[config.mk]
export PLATFORM = sky130hd
export DESIGN_NAME = fetch_unit
export DESIGN_NICKNAME = d
export VERILOG_FILES = /design/src/rtl/fetch_unit.sv
export SDC_FILE = /design/constraint.sdc
export NUM_CORES = 1
export LEC_CHECK = 0
export CORE_MARGIN = 8
export CORE_UTILIZATION = 38
export CTS_BUF_LIST = sky130_fd_sc_hd__clkbuf_8
export DETAILED_ROUTE_END_ITERATION = 8
export PLACE_DENSITY_LB_ADDON = 0.15
export SETUP_SLACK_MARGIN = 0.2
export SYNTH_ARGS = -nofsm -noshare
export SYNTH_HDL_FRONTEND = slang
export SYNTH_SLANG_ARGS = --single-unit
[constraint.sdc]
create_clock -name clk -period 11.4 [get_ports clk]
set_clock_uncertainty 0.15 [all_clocks]
set_input_delay 3.42 -clock clk [delete_from_list [all_inputs] [get_ports clk]]
set_output_delay 3.42 -clock clk [all_outputs]
set_load 0.05 [all_outputs]
[src/rtl/fetch_unit.sv]
// fetch_unit: instruction fetch FSM (FETCH -> WAIT_ACK -> HOLD) with next-PC selection.
// Ports:
//   clk, reset            clock, asynchronous active-high reset
//   imem_req/imem_addr    one-cycle read request and word-aligned fetch address
//   imem_ack/imem_rdata   one-cycle read acknowledge and returned instruction word
//   instr/opcode/funct    held instruction and its decoded fields; instr_valid qualifies them
//   pc/pc_plus4           address of the held instruction and its link address
//   exec_done             held instruction resolved; pc_src/branch/cond_zero/alu_zero/jr_target sampled then
//   addr_err              one-cycle pulse on a misaligned jr target
module fetch_unit #(
    parameter logic [31:0] RESET_PC = 32'h0000_0000
) (
    input  logic        clk,
    input  logic        reset,
    output logic        imem_req,
    output logic [31:0] imem_addr,
    input  logic        imem_ack,
    input  logic [31:0] imem_rdata,
    output logic [31:0] instr,
    output logic [5:0]  opcode,
    output logic [5:0]  funct,
    output logic        instr_valid,
    output logic [31:0] pc,
    output logic [31:0] pc_plus4,
    input  logic        exec_done,
    input  logic [1:0]  pc_src,
    input  logic        branch,
    input  logic        cond_zero,
    input  logic        alu_zero,
    input  logic [31:0] jr_target,
    output logic        addr_err
);
    typedef enum logic [1:0] {FETCH, WAIT_ACK, HOLD} state_t;
    state_t      state_q;
    logic        req_q;
    logic        valid_q;
    logic        addr_err_q;
    logic [31:0] fetch_pc_q;
    logic [31:0] pc_q;
    logic [31:0] instr_q;
    logic [31:0] fetch_pc_d;
    logic [31:0] br_off;
    logic        taken;
    assign pc_plus4    = pc_q + 32'd4;
    assign br_off      = {{14{instr_q[15]}}, instr_q[15:0], 2'b00};
    assign taken       = branch && (alu_zero == cond_zero);
    always_comb begin
        fetch_pc_d = pc_plus4;
        fetch_pc_d = (pc_src == 2'b01) ? {pc_plus4[31:28], instr_q[25:0], 2'b00} :
                     (pc_src == 2'b10) ? {jr_target[31:2], 2'b00} :
                     (pc_src == 2'b00 && taken) ? pc_plus4 + br_off : pc_plus4;
    end
    assign imem_req    = req_q;
    assign imem_addr   = fetch_pc_q;
    assign instr       = instr_q;
    assign opcode      = instr_q[31:26];
    assign funct       = instr_q[5:0];
    assign instr_valid = valid_q;
    assign pc          = pc_q;
    assign addr_err    = addr_err_q;
    // req_q stays low during reset; the first edge after release raises it, so the
    // request cycle of FETCH is always exactly one cycle long.
    always_ff @(posedge clk or posedge reset) begin
        if (reset) begin
            state_q    <= FETCH;
            req_q      <= 1'b0;
            valid_q    <= 1'b0;
            addr_err_q <= 1'b0;
            fetch_pc_q <= RESET_PC;
            pc_q       <= RESET_PC;
            instr_q    <= 32'h0;
        end else begin
            addr_err_q <= 1'b0;
            case (state_q)
                FETCH: begin
                    req_q <= ~req_q;
                    if (req_q) state_q <= WAIT_ACK;
                end
                WAIT_ACK: if (imem_ack) begin
                    instr_q <= imem_rdata;
                    pc_q    <= fetch_pc_q;
                    valid_q <= 1'b1;
                    state_q <= HOLD;
                end
                HOLD: if (exec_done) begin
                    fetch_pc_q <= fetch_pc_d;
                    valid_q    <= 1'b0;
                    req_q      <= 1'b1;
                    addr_err_q <= (pc_src == 2'b10) && (jr_target[1:0] != 2'b00);
                    state_q    <= FETCH;
                end
                default: state_q <= FETCH;
            endcase
        end
    end
endmodule

==> results.ini, run 1 <==
[yosys]
proportion_of_netlist_area_held_by_the_largest_area_contributor_pct=36.2
synth_compound_area_share_pct=17.7
synth.top_cells.by_area=sky130_fd_sc_hd__dfrtp_1 36%, sky130_fd_sc_hd__mux2_2 11%, sky130_fd_sc_hd__ha_1 6.5%, sky130_fd_sc_hd__a21oi_1 4.4%, sky130_fd_sc_hd__nor2_1 3.9%
ys_warn_count=0
synth-seq-cells=101
avgSynthCellArea_um2=9.21
yosysUniqueCellTypes=67
post_synth_net_total=867
yosys.area_share.simple_pct=15.1
post_synth_mux_area_share_pct=12.6
dominant_combinational_cell_family_by_area_after_synthesis=compound AO/OA/AOI/OAI gates
synth_top_area_cell=sky130_fd_sc_hd__dfrtp_1
async_flop_share_pct=100
synth_cells=757
synth-xor-area-share_pct=6.78
synth_adder_area_share_pct=6.74
synth.yosys.seq_area_share_pct=36.2
netlist_area_um2=6980
yosys_most_used_dff=sky130_fd_sc_hd__dfrtp_1
synth_enable_flop_cells=0

[cells_and_area]
filler_free_cell_count_of_the_finished_design=1174
proportion_of_layout_cells_with_a_drive_suffix_above_1_pct=12.0
layout.filler_cells=1706
layout.cells.most_common=sky130_fd_sc_hd__clkdlybuf4s50_1
most_frequent_cells_in_the_layout=215 x sky130_fd_sc_hd__clkdlybuf4s50_1, 101 x sky130_fd_sc_hd__dfrtp_1, 73 x sky130_fd_sc_hd__nor2_1
nNetsFinal=1050
syn_to_final_growth_pct=35.1
n_antenna_cell=0

[grt]
grt_start_max_net_pins=67
antenna_found_initial=0
grt_pass1_vias=6662
grt-ovfl-total=0
grt_pass1_wl_um=38100
grt_util_all_layers_pct=21.5

[cts]
clkSinkCount=101
h-tree-depth=3
ctsHoldBuffers=0
post-cts-setup-buffer-count=0
clock_input_transition_at_the_sequential_cells_of_the_worst_setup_and_hold_paths_ns=0.12
clock_insertion_delay_worst_skew_ns=0.39
clock_tree.root_cell=sky130_fd_sc_hd__clkbuf_8
post_cts_resize_count=0
numCtsBuffers=9
cts_tree=done
cts.path.max_buffers=2

[sta]
max_freq_mhz=137
period_share_pct=64.0
timing_worst_slew_pin_value_ns=0.957
rsz0062_at_grt=false
final-max-slew-violation-count=0
final_hold_viol_count=0
setup_violations=0
layout_min_cycle_time_ns=7.29
totalNegativeSetupSlack_ns=0
slew-limit-headroom_pct=36.2

[critical_path]
timing.setup.critical_path_class=reg2out
timing.critical_path.fanout_max=7
timing.critical_path.to_type=output port
worstPathArrival_ns=3.72
setup.worst_path.start_class=flip-flop
cp.required_ns=7.83

[flow_run]
max_cap_viol_count=0

[detailed_routing]
drt-total-wl_um=24500
wire_per_inst_um=20.9
detail_route.drc_violations=0
first_pass_iters=5
routed-via-count=6479
routed_via_density=5.52
drtIter0Drc=386
postRouteAntennaNets=0

[placement]
buffer_ports.inserted=215
place_congestion=0.859
placedCellCount=1158
place_hpwl_um=18300

[die]
fp.coreArea_um2=18000
floorplan.initialDensity_pct=38.8
die-width_um=151
i_o_pin_count=216
die_area_um2=22900
die_h_um=151
placement_rows=49

[min_path]
hold_wc_path_type=reg2reg

[run_status]
run_status=completed

[final cells by class]
cell class                      instances  area, um^2  share of cell area (%)
Clock buffer                            9         124                    1.31
Inverter                               22        85.1                   0.903
Clock inverter                          7        67.6                   0.717
Sequential cell                       101        2530                    26.8
Tap cell                              229         287                    3.04
Timing Repair Buffer                  224        2220                    23.6
Multi-Input combinational cell        582        4110                    43.7
[cell usage after synthesis (5+ instances only)]
| master | number |
|---|---|
| sky130_fd_sc_hd__dfrtp_1 | 101 |
| sky130_fd_sc_hd__nor2_1 | 73 |
| sky130_fd_sc_hd__mux2_2 | 68 |
| sky130_fd_sc_hd__a21oi_1 | 62 |
| sky130_fd_sc_hd__nand2_1 | 61 |
| sky130_fd_sc_hd__ha_1 | 36 |
| sky130_fd_sc_hd__o21ai_0 | 34 |
| sky130_fd_sc_hd__clkbuf_1 | 32 |
| sky130_fd_sc_hd__nand3_1 | 32 |
| sky130_fd_sc_hd__xnor2_1 | 30 |
| sky130_fd_sc_hd__xor2_1 | 24 |
| sky130_fd_sc_hd__inv_1 | 21 |
| sky130_fd_sc_hd__buf_4 | 15 |
| sky130_fd_sc_hd__a31oi_1 | 14 |
| sky130_fd_sc_hd__o211ai_1 | 13 |
| sky130_fd_sc_hd__and3_1 | 12 |
| sky130_fd_sc_hd__nor3_1 | 12 |
| sky130_fd_sc_hd__a21o_1 | 10 |
| sky130_fd_sc_hd__mux2i_1 | 9 |
| sky130_fd_sc_hd__nand4_1 | 8 |
| sky130_fd_sc_hd__a211oi_1 | 6 |
| sky130_fd_sc_hd__o31ai_1 | 5 |
[registers in the layout (all words and copies together), names as in the netlist]
signal       flops
addr_err         1
imem_addr       32
imem_req         1
instr           32
instr_valid      1
pc              32
state_q          2
[metrics by stage]
step	hold WS, ns	worst slack (ns)	utilization, %	instance area [um^2]
floorplan	0.308	4.77	-	6980
global placement	0.308	4.61	51.4	9230
detailed placement	0.317	4.55	51.4	9230
CTS	0.335	4.09	52.5	9420
global route	0.350	3.90	52.5	9420
finish	0.331	4.11	52.5	9420
[cells by family (layout without fill, tap and decap cells)]
family / after synthesis / after routing
AOI/OAI and AO/OA: 191 / 191
xor gates and xnor gates: 54 / 54
DFF: 101 / 101
and+or+nand+nor: 222 / 222
muxes: 78 / 78
buffers and inverters: 74 / 262
adders and majority gates: 37 / 37
[worst max-delay path, stage by stage, from the launching register on]
cell,delay [ns]
sky130_fd_sc_hd__dfrtp_1,0.47
sky130_fd_sc_hd__nand4_1,0.17
sky130_fd_sc_hd__nor2_1,0.46
sky130_fd_sc_hd__or4b_4,0.59
sky130_fd_sc_hd__nor3_4,0.28
sky130_fd_sc_hd__nand3_1,0.13
sky130_fd_sc_hd__xnor2_1,0.35
sky130_fd_sc_hd__clkdlybuf4s50_1,0.89
[metal layers]
layer / GRT usage (%) / wire length (um) / up-vias
met4: 5.99 / 426 / 0
met1: 27.6 / 10500 / 3115
met3: 5.05 / 1950 / 29
met5: 0 / 0 / -
li1: - / - / 3102
met2: 35.5 / 11600 / 233
[path summary, 6_finish.rpt]
check                      startpoint            end  slack, ns  cells past startpoint
setup / recovery                pc[2]   pc_plus4[29]       4.11                      7
hold / removal             state_q[0]     state_q[1]       0.33                      1
setup reg to reg                pc[2]  imem_addr[27]       6.14                     17
hold reg to reg            state_q[0]     state_q[1]       0.33                      1
max in group asynchronous       reset         pc[22]       6.60                      3
min in group asynchronous       reset   imem_addr[6]       3.30                      2
Power of run 1 is not shown: default switching activity piles up to over one toggle a cycle in this logic, so the estimate is an artifact.
==> run 2, diff against run 1 <==
==> constraint.sdc (replaced) <==
create_clock -name clk -period 7.55 [get_ports clk]
set_clock_uncertainty 0.15 [all_clocks]
set_input_delay 2.265 -clock clk [delete_from_list [all_inputs] [get_ports clk]]
set_output_delay 2.265 -clock clk [all_outputs]
set_load 0.05 [all_outputs]
==> run 2 against run 1 <==
Compared with the run above: first-iteration DRC count up 11%; flip-flop and latch count did not move; critical endpoint unchanged; via count rose by 1.2%; hold slack improved by 0.0069 ns.
==> results.ini, run 2 (same netlist as run 1, synthesis figures left out) <==
[run_status]
run_status=completed  ; unchanged

[placement]
place_hpwl_um=18800  ; was 18300 um
place_congestion=0.901  ; was 0.859
buffer_ports.inserted=215  ; unchanged

[cts]
clock_input_transition_at_the_sequential_cells_of_the_worst_setup_and_hold_paths_ns=0.11  ; was 0.12 ns
clock_insertion_delay_worst_skew_ns=0.39  ; about the same
h-tree-depth=3  ; unchanged
numCtsBuffers=9  ; unchanged
ctsHoldBuffers=0  ; unchanged
cts.path.max_buffers=2  ; unchanged
post-cts-setup-buffer-count=0  ; unchanged
cts_tree=done  ; unchanged
clkSinkCount=101  ; unchanged
post_cts_resize_count=0  ; unchanged
clock_tree.root_cell=sky130_fd_sc_hd__clkbuf_8  ; unchanged

[sta]
rsz0062_at_grt=false  ; unchanged
timing_worst_slew_pin_value_ns=0.974  ; was 0.957 ns
final-max-slew-violation-count=0  ; unchanged
final_hold_viol_count=0  ; unchanged
layout_min_cycle_time_ns=6.11
totalNegativeSetupSlack_ns=0  ; unchanged
max_freq_mhz=164
period_share_pct=80.9
setup_violations=0  ; unchanged
slew-limit-headroom_pct=35.0  ; was 36.2%

[die]
die-width_um=151  ; unchanged
die_area_um2=22900  ; unchanged
floorplan.initialDensity_pct=38.8  ; unchanged
i_o_pin_count=216  ; unchanged
die_h_um=151  ; unchanged
placement_rows=49  ; unchanged
fp.coreArea_um2=18000  ; unchanged

[critical_path]
timing.setup.critical_path_class=reg2out  ; unchanged
timing.critical_path.slowest_cell_delay_ns=0.88  ; was 0.89 ns
crit_chain=nand4_1 > nor2_1 > or4b_4 > nor3_4 > nand3_1 > xnor2_1 > clkdlybuf4s50_1  ; unchanged
timing.critical_path.depth=7  ; unchanged
timing.critical_path.buf_inv=1  ; unchanged
setup.worst_path.end=pc_plus4[29]  ; unchanged
timing.critical_path.fanout_max=7  ; unchanged
setup.reg_to_reg.worst_slack_ns=2.25  ; was 6.14 ns
timing.critical_path.max_delay_family=simple AND/OR/NAND/NOR gates  ; unchanged
worst_r2r_startpoint=pc[2]  ; unchanged
crit_slowest_cell=sky130_fd_sc_hd__clkdlybuf4s50_1  ; unchanged
critical_path.reg2reg.endpoint=imem_addr[27]  ; unchanged
r2r.worst_path.cells=17  ; unchanged
cp.required_ns=5.14  ; was 7.83 ns
setup.worst_path.start_class=flip-flop  ; unchanged
setup.worst_path.start=pc[2]  ; unchanged
timing.critical_path.to_type=output port  ; unchanged
worstPathArrival_ns=3.69  ; was 3.72 ns

[detailed_routing]
wire_per_inst_um=21.2  ; was 20.9 um
drt-total-wl_um=25000  ; was 24500 um
first_pass_iters=7  ; was 5
drtIter0Drc=430  ; was 386
detail_route.drc_violations=0  ; unchanged
postRouteAntennaNets=0  ; unchanged
routed-via-count=6554  ; was 6479
routed_via_density=5.57  ; was 5.52

[grt]
grt-ovfl-total=0  ; unchanged
grt_pass1_wl_um=38400  ; was 38100 um
antenna_found_initial=0  ; unchanged
grt_pass1_vias=6686  ; was 6662
grt_util_all_layers_pct=21.7  ; was 21.5%
grt_start_max_net_pins=67  ; unchanged

[min_path]
hold_wc_path_type=reg2reg  ; unchanged

[cells_and_area]
proportion_of_layout_cells_with_a_drive_suffix_above_1_pct=12.2  ; was 12.0%
n_antenna_cell=0  ; unchanged
most_frequent_cells_in_the_layout=215 x sky130_fd_sc_hd__clkdlybuf4s50_1, 101 x sky130_fd_sc_hd__dfrtp_1, 73 x sky130_fd_sc_hd__nor2_1  ; unchanged
finalCoreUtilization_pct=52.8  ; was 52.5%
nNetsFinal=1053  ; was 1050
layout.cells.most_common=sky130_fd_sc_hd__clkdlybuf4s50_1  ; unchanged
syn_to_final_growth_pct=36.0  ; was 35.1%
layout.filler_cells=1729  ; was 1706

[flow_run]
max_cap_viol_count=0  ; unchanged

[run 2: area by class of cell]
type / instances / area (um^2) / share of cell area (%)
flip-flops and latches: 101 / 2530 / 26.6
multi-input cells: 582 / 4110 / 43.4
repair buffers: 227 / 2240 / 23.6
inverters: 22 / 85.1 / 0.897
clock inverters: 7 / 108 / 1.13
well taps: 229 / 287 / 3.02
clock buffers: 9 / 124 / 1.31
[run 2: tightest hold or removal path, stage by stage, from the launching register on]
cell and delay, ns:
sky130_fd_sc_hd__dfrtp_1 0.35, sky130_fd_sc_hd__nand2_1 0.05, sky130_fd_sc_hd__nand2_1 0.06
[run 2: through the flow]
| stage | setup WS, ns | std cells | hold slack [ns] | cell area (um^2) |
|---|---|---|---|---|
| 4_1_cts | 1.43 | 1177 | 0.340 | 9490 |
| 5_1_grt | 1.28 | 1177 | 0.361 | 9490 |
| 2_1_floorplan | 2.08 | 757 | 0.308 | 6980 |
| 3_3_place_gp | 1.97 | 1161 | 0.308 | 9260 |
| 6_report | 1.44 | 1177 | 0.338 | 9490 |
| 3_5_place_dp | 1.90 | 1161 | 0.315 | 9260 |
[run 2: how the worst min path moves through the flow]
| stage | startpoint | to | slack (ns) | depth (start not counted) |
|---|---|---|---|---|
| 2_1_floorplan | state_q[0] | state_q[1] | 0.31 | 1 |
| 3_3_place_gp | instr_valid | instr_valid | 0.31 | 2 |
| 3_5_place_dp | instr_valid | instr_valid | 0.32 | 2 |
| 4_1_cts | instr_valid | instr_valid | 0.34 | 2 |
| 5_1_grt | instr_valid | instr_valid | 0.36 | 2 |
| 6_report | instr_valid | instr_valid | 0.34 | 2 |
[run 2: per-layer routing]
metal	vias to the layer above	global-route usage (%)	share of wire, %
li1	3095	-	-
met1	3192	26.9	42
met2	234	35.9	47
met3	33	5.85	8.1
met4	0	7.08	2.3
met5	-	0	0
Power of run 2 is left out for the same reason.
==> run 3, diff against run 2 <==
==> constraint.sdc (replaced) <==
create_clock -name clk -period 5.2 [get_ports clk]
set_clock_uncertainty 0.15 [all_clocks]
set_input_delay 1.56 -clock clk [delete_from_list [all_inputs] [get_ports clk]]
set_output_delay 1.56 -clock clk [all_outputs]
set_load 0.05 [all_outputs]
==> run 3 against run 2 <==
Compared with the run above: setup slack worse by 1.1 ns; via count is 0.56% lower; non-clock buffer count is 5 higher; highest routed layer unchanged; routed wire length is 0.81% higher.
==> results.ini, run 3 (same netlist as run 1, synthesis figures left out) <==
[run_status]
run_status=completed  ; unchanged

[grt]
grt_util_all_layers_pct=21.7  ; about the same
grt_util_met2_pct=35.7  ; was 35.9%
met1_global_route_usage_pct=27.7  ; was 26.9%
grt.busiest_layer=met2  ; unchanged
grt_pass1_vias=6666  ; was 6686
grt-ovfl-total=0  ; unchanged
antenna_found_initial=0  ; unchanged
grt_pass1_wl_um=38200  ; was 38400 um
grt_start_max_net_pins=101  ; was 67
use_met3_pct=5.17  ; was 5.85%

[cts]
cts.path.max_buffers=2  ; unchanged
numCtsBuffers=9  ; unchanged
clock_insertion_delay_worst_skew_ns=0.40  ; was 0.39 ns
post_cts_resize_count=2  ; was 0
cts_tree=done  ; unchanged
clkSinkCount=101  ; unchanged
clock_input_transition_at_the_sequential_cells_of_the_worst_setup_and_hold_paths_ns=0.11  ; about the same
ctsHoldBuffers=0  ; unchanged
post-cts-setup-buffer-count=0  ; unchanged
clock_tree.root_cell=sky130_fd_sc_hd__clkbuf_8  ; unchanged
h-tree-depth=3  ; unchanged

[die]
fp.coreArea_um2=18000  ; unchanged
die_area_um2=22900  ; unchanged
placement_rows=49  ; unchanged
i_o_pin_count=216  ; unchanged
die-width_um=151  ; unchanged
die_h_um=151  ; unchanged
floorplan.initialDensity_pct=38.8  ; unchanged

[critical_path]
crit_slowest_cell=sky130_fd_sc_hd__clkdlybuf4s50_1  ; unchanged
timing.critical_path.slowest_cell_delay_ns=0.91  ; was 0.88 ns
timing.critical_path.to_type=output port  ; unchanged
timing.setup.critical_path_class=reg2out  ; unchanged
crit_chain=and4_4 > nand4_4 > or4b_4 > xnor2_1 > clkdlybuf4s50_1  ; was nand4_1 > nor2_1 > or4b_4 > nor3_4 > nand3_1 > xnor2_1 > clkdlybuf4s50_1
setup.worst_path.start_class=flip-flop  ; unchanged
worstPathArrival_ns=3.18  ; was 3.69 ns
timing.critical_path.fanout_max=7  ; unchanged
cp.required_ns=3.49  ; was 5.14 ns
r2r.worst_path.cells=17  ; unchanged
worst_r2r_startpoint=pc[2]  ; unchanged
setup.reg_to_reg.worst_slack_ns=0.57  ; was 2.25 ns
critical_path.reg2reg.endpoint=imem_addr[27]  ; unchanged

[cells_and_area]
syn_to_final_growth_pct=37.0  ; was 36.0%
layout.filler_cells=1688  ; was 1729
nNetsFinal=1058  ; was 1053
most_frequent_cells_in_the_layout=205 x sky130_fd_sc_hd__clkdlybuf4s50_1, 101 x sky130_fd_sc_hd__dfrtp_1, 73 x sky130_fd_sc_hd__nor2_1  ; was 215 x sky130_fd_sc_hd__clkdlybuf4s50_1, 101 x sky130_fd_sc_hd__dfrtp_1, 73 x sky130_fd_sc_hd__nor2_1
proportion_of_layout_cells_with_a_drive_suffix_above_1_pct=13.9  ; was 12.2%
n_antenna_cell=0  ; unchanged
layout.cells.most_common=sky130_fd_sc_hd__clkdlybuf4s50_1  ; unchanged

[detailed_routing]
detail_route.drc_violations=0  ; unchanged
postRouteAntennaNets=0  ; unchanged
first_pass_iters=6  ; was 7
drt-total-wl_um=25200  ; was 25000 um
wire_per_inst_um=21.3  ; was 21.2 um
routed-via-count=6517  ; was 6554
drtIter0Drc=465  ; was 430
routed_via_density=5.51  ; was 5.57

[min_path]
hold_wc_path_type=reg2reg  ; unchanged
hold_path_startpoint=instr_valid  ; unchanged
timing.hold.worst_endpoint=instr_valid  ; unchanged
worstHoldPathCells=2  ; unchanged

[sta]
timing_worst_slew_pin_value_ns=1.01  ; was 0.974 ns
setup_violations=0  ; unchanged
slew-limit-headroom_pct=32.5  ; was 35.0%
max_freq_mhz=205
period_share_pct=94.0
final_hold_viol_count=0  ; unchanged
totalNegativeSetupSlack_ns=0  ; unchanged
rsz0062_at_grt=false  ; unchanged
final-max-slew-violation-count=0  ; unchanged
layout_min_cycle_time_ns=4.89

[placement]
place_congestion=0.883  ; was 0.901
place_hpwl_um=19100  ; was 18800 um
buffer_ports.inserted=215  ; unchanged

[flow_run]
max_cap_viol_count=0  ; unchanged

## run 3: worst max path at each step
stage	from	to	slack, ns	cells after the start
floorplan	pc[2]	imem_addr[27]	0.26	16
global placement	pc[12]	pc_plus4[30]	0.67	6
detailed placement	pc[2]	imem_addr[27]	0.60	17
CTS	pc[2]	pc_plus4[20]	0.24	8
global route	pc[2]	pc_plus4[28]	0.20	7
finish	pc[12]	pc_plus4[21]	0.31	5
## run 3: metrics by stage
step / hold WS (ns) / util (%) / setup slack (ns) / cells / instance area (um^2)
floorplan: 0.308 / - / 0.256 / 757 / 7010
global placement: 0.319 / 52.1 / 0.669 / 1166 / 9350
detailed placement: 0.318 / 52.1 / 0.603 / 1166 / 9350
CTS: 0.344 / 53.1 / 0.238 / 1182 / 9540
global route: 0.361 / 53.2 / 0.201 / 1182 / 9560
finish: 0.344 / 53.2 / 0.310 / 1182 / 9560
## run 3: critical path: cells and delay by family, from the launching register on
kind	cells	cell delay [ns]
buf+inv	1	0.91
flops	1	0.50
simple gates	3	1.00
xor+xnor	1	0.37
## run 3: layout make-up
| type | count | area [um^2] | share of cell area, % |
|---|---|---|---|
| inverters | 22 | 85.1 | 0.890 |
| multi-input cells | 582 | 4160 | 43.5 |
| well taps | 229 | 287 | 3.00 |
| clock inverters | 7 | 66.3 | 0.694 |
| flip-flops and latches | 101 | 2530 | 26.4 |
| repair buffers | 232 | 2310 | 24.1 |
| clock buffers | 9 | 124 | 1.30 |
## run 3: layer usage
layer  vias up  part of all wire [%]  wire, um
met5         -                     0         0
li1       3109                     -         -
met2       243                    47     11900
met1      3134                    43     10800
met4         0                   1.8       449
met3        31                   8.1      2040
Power of run 3 is left out for the same reason.
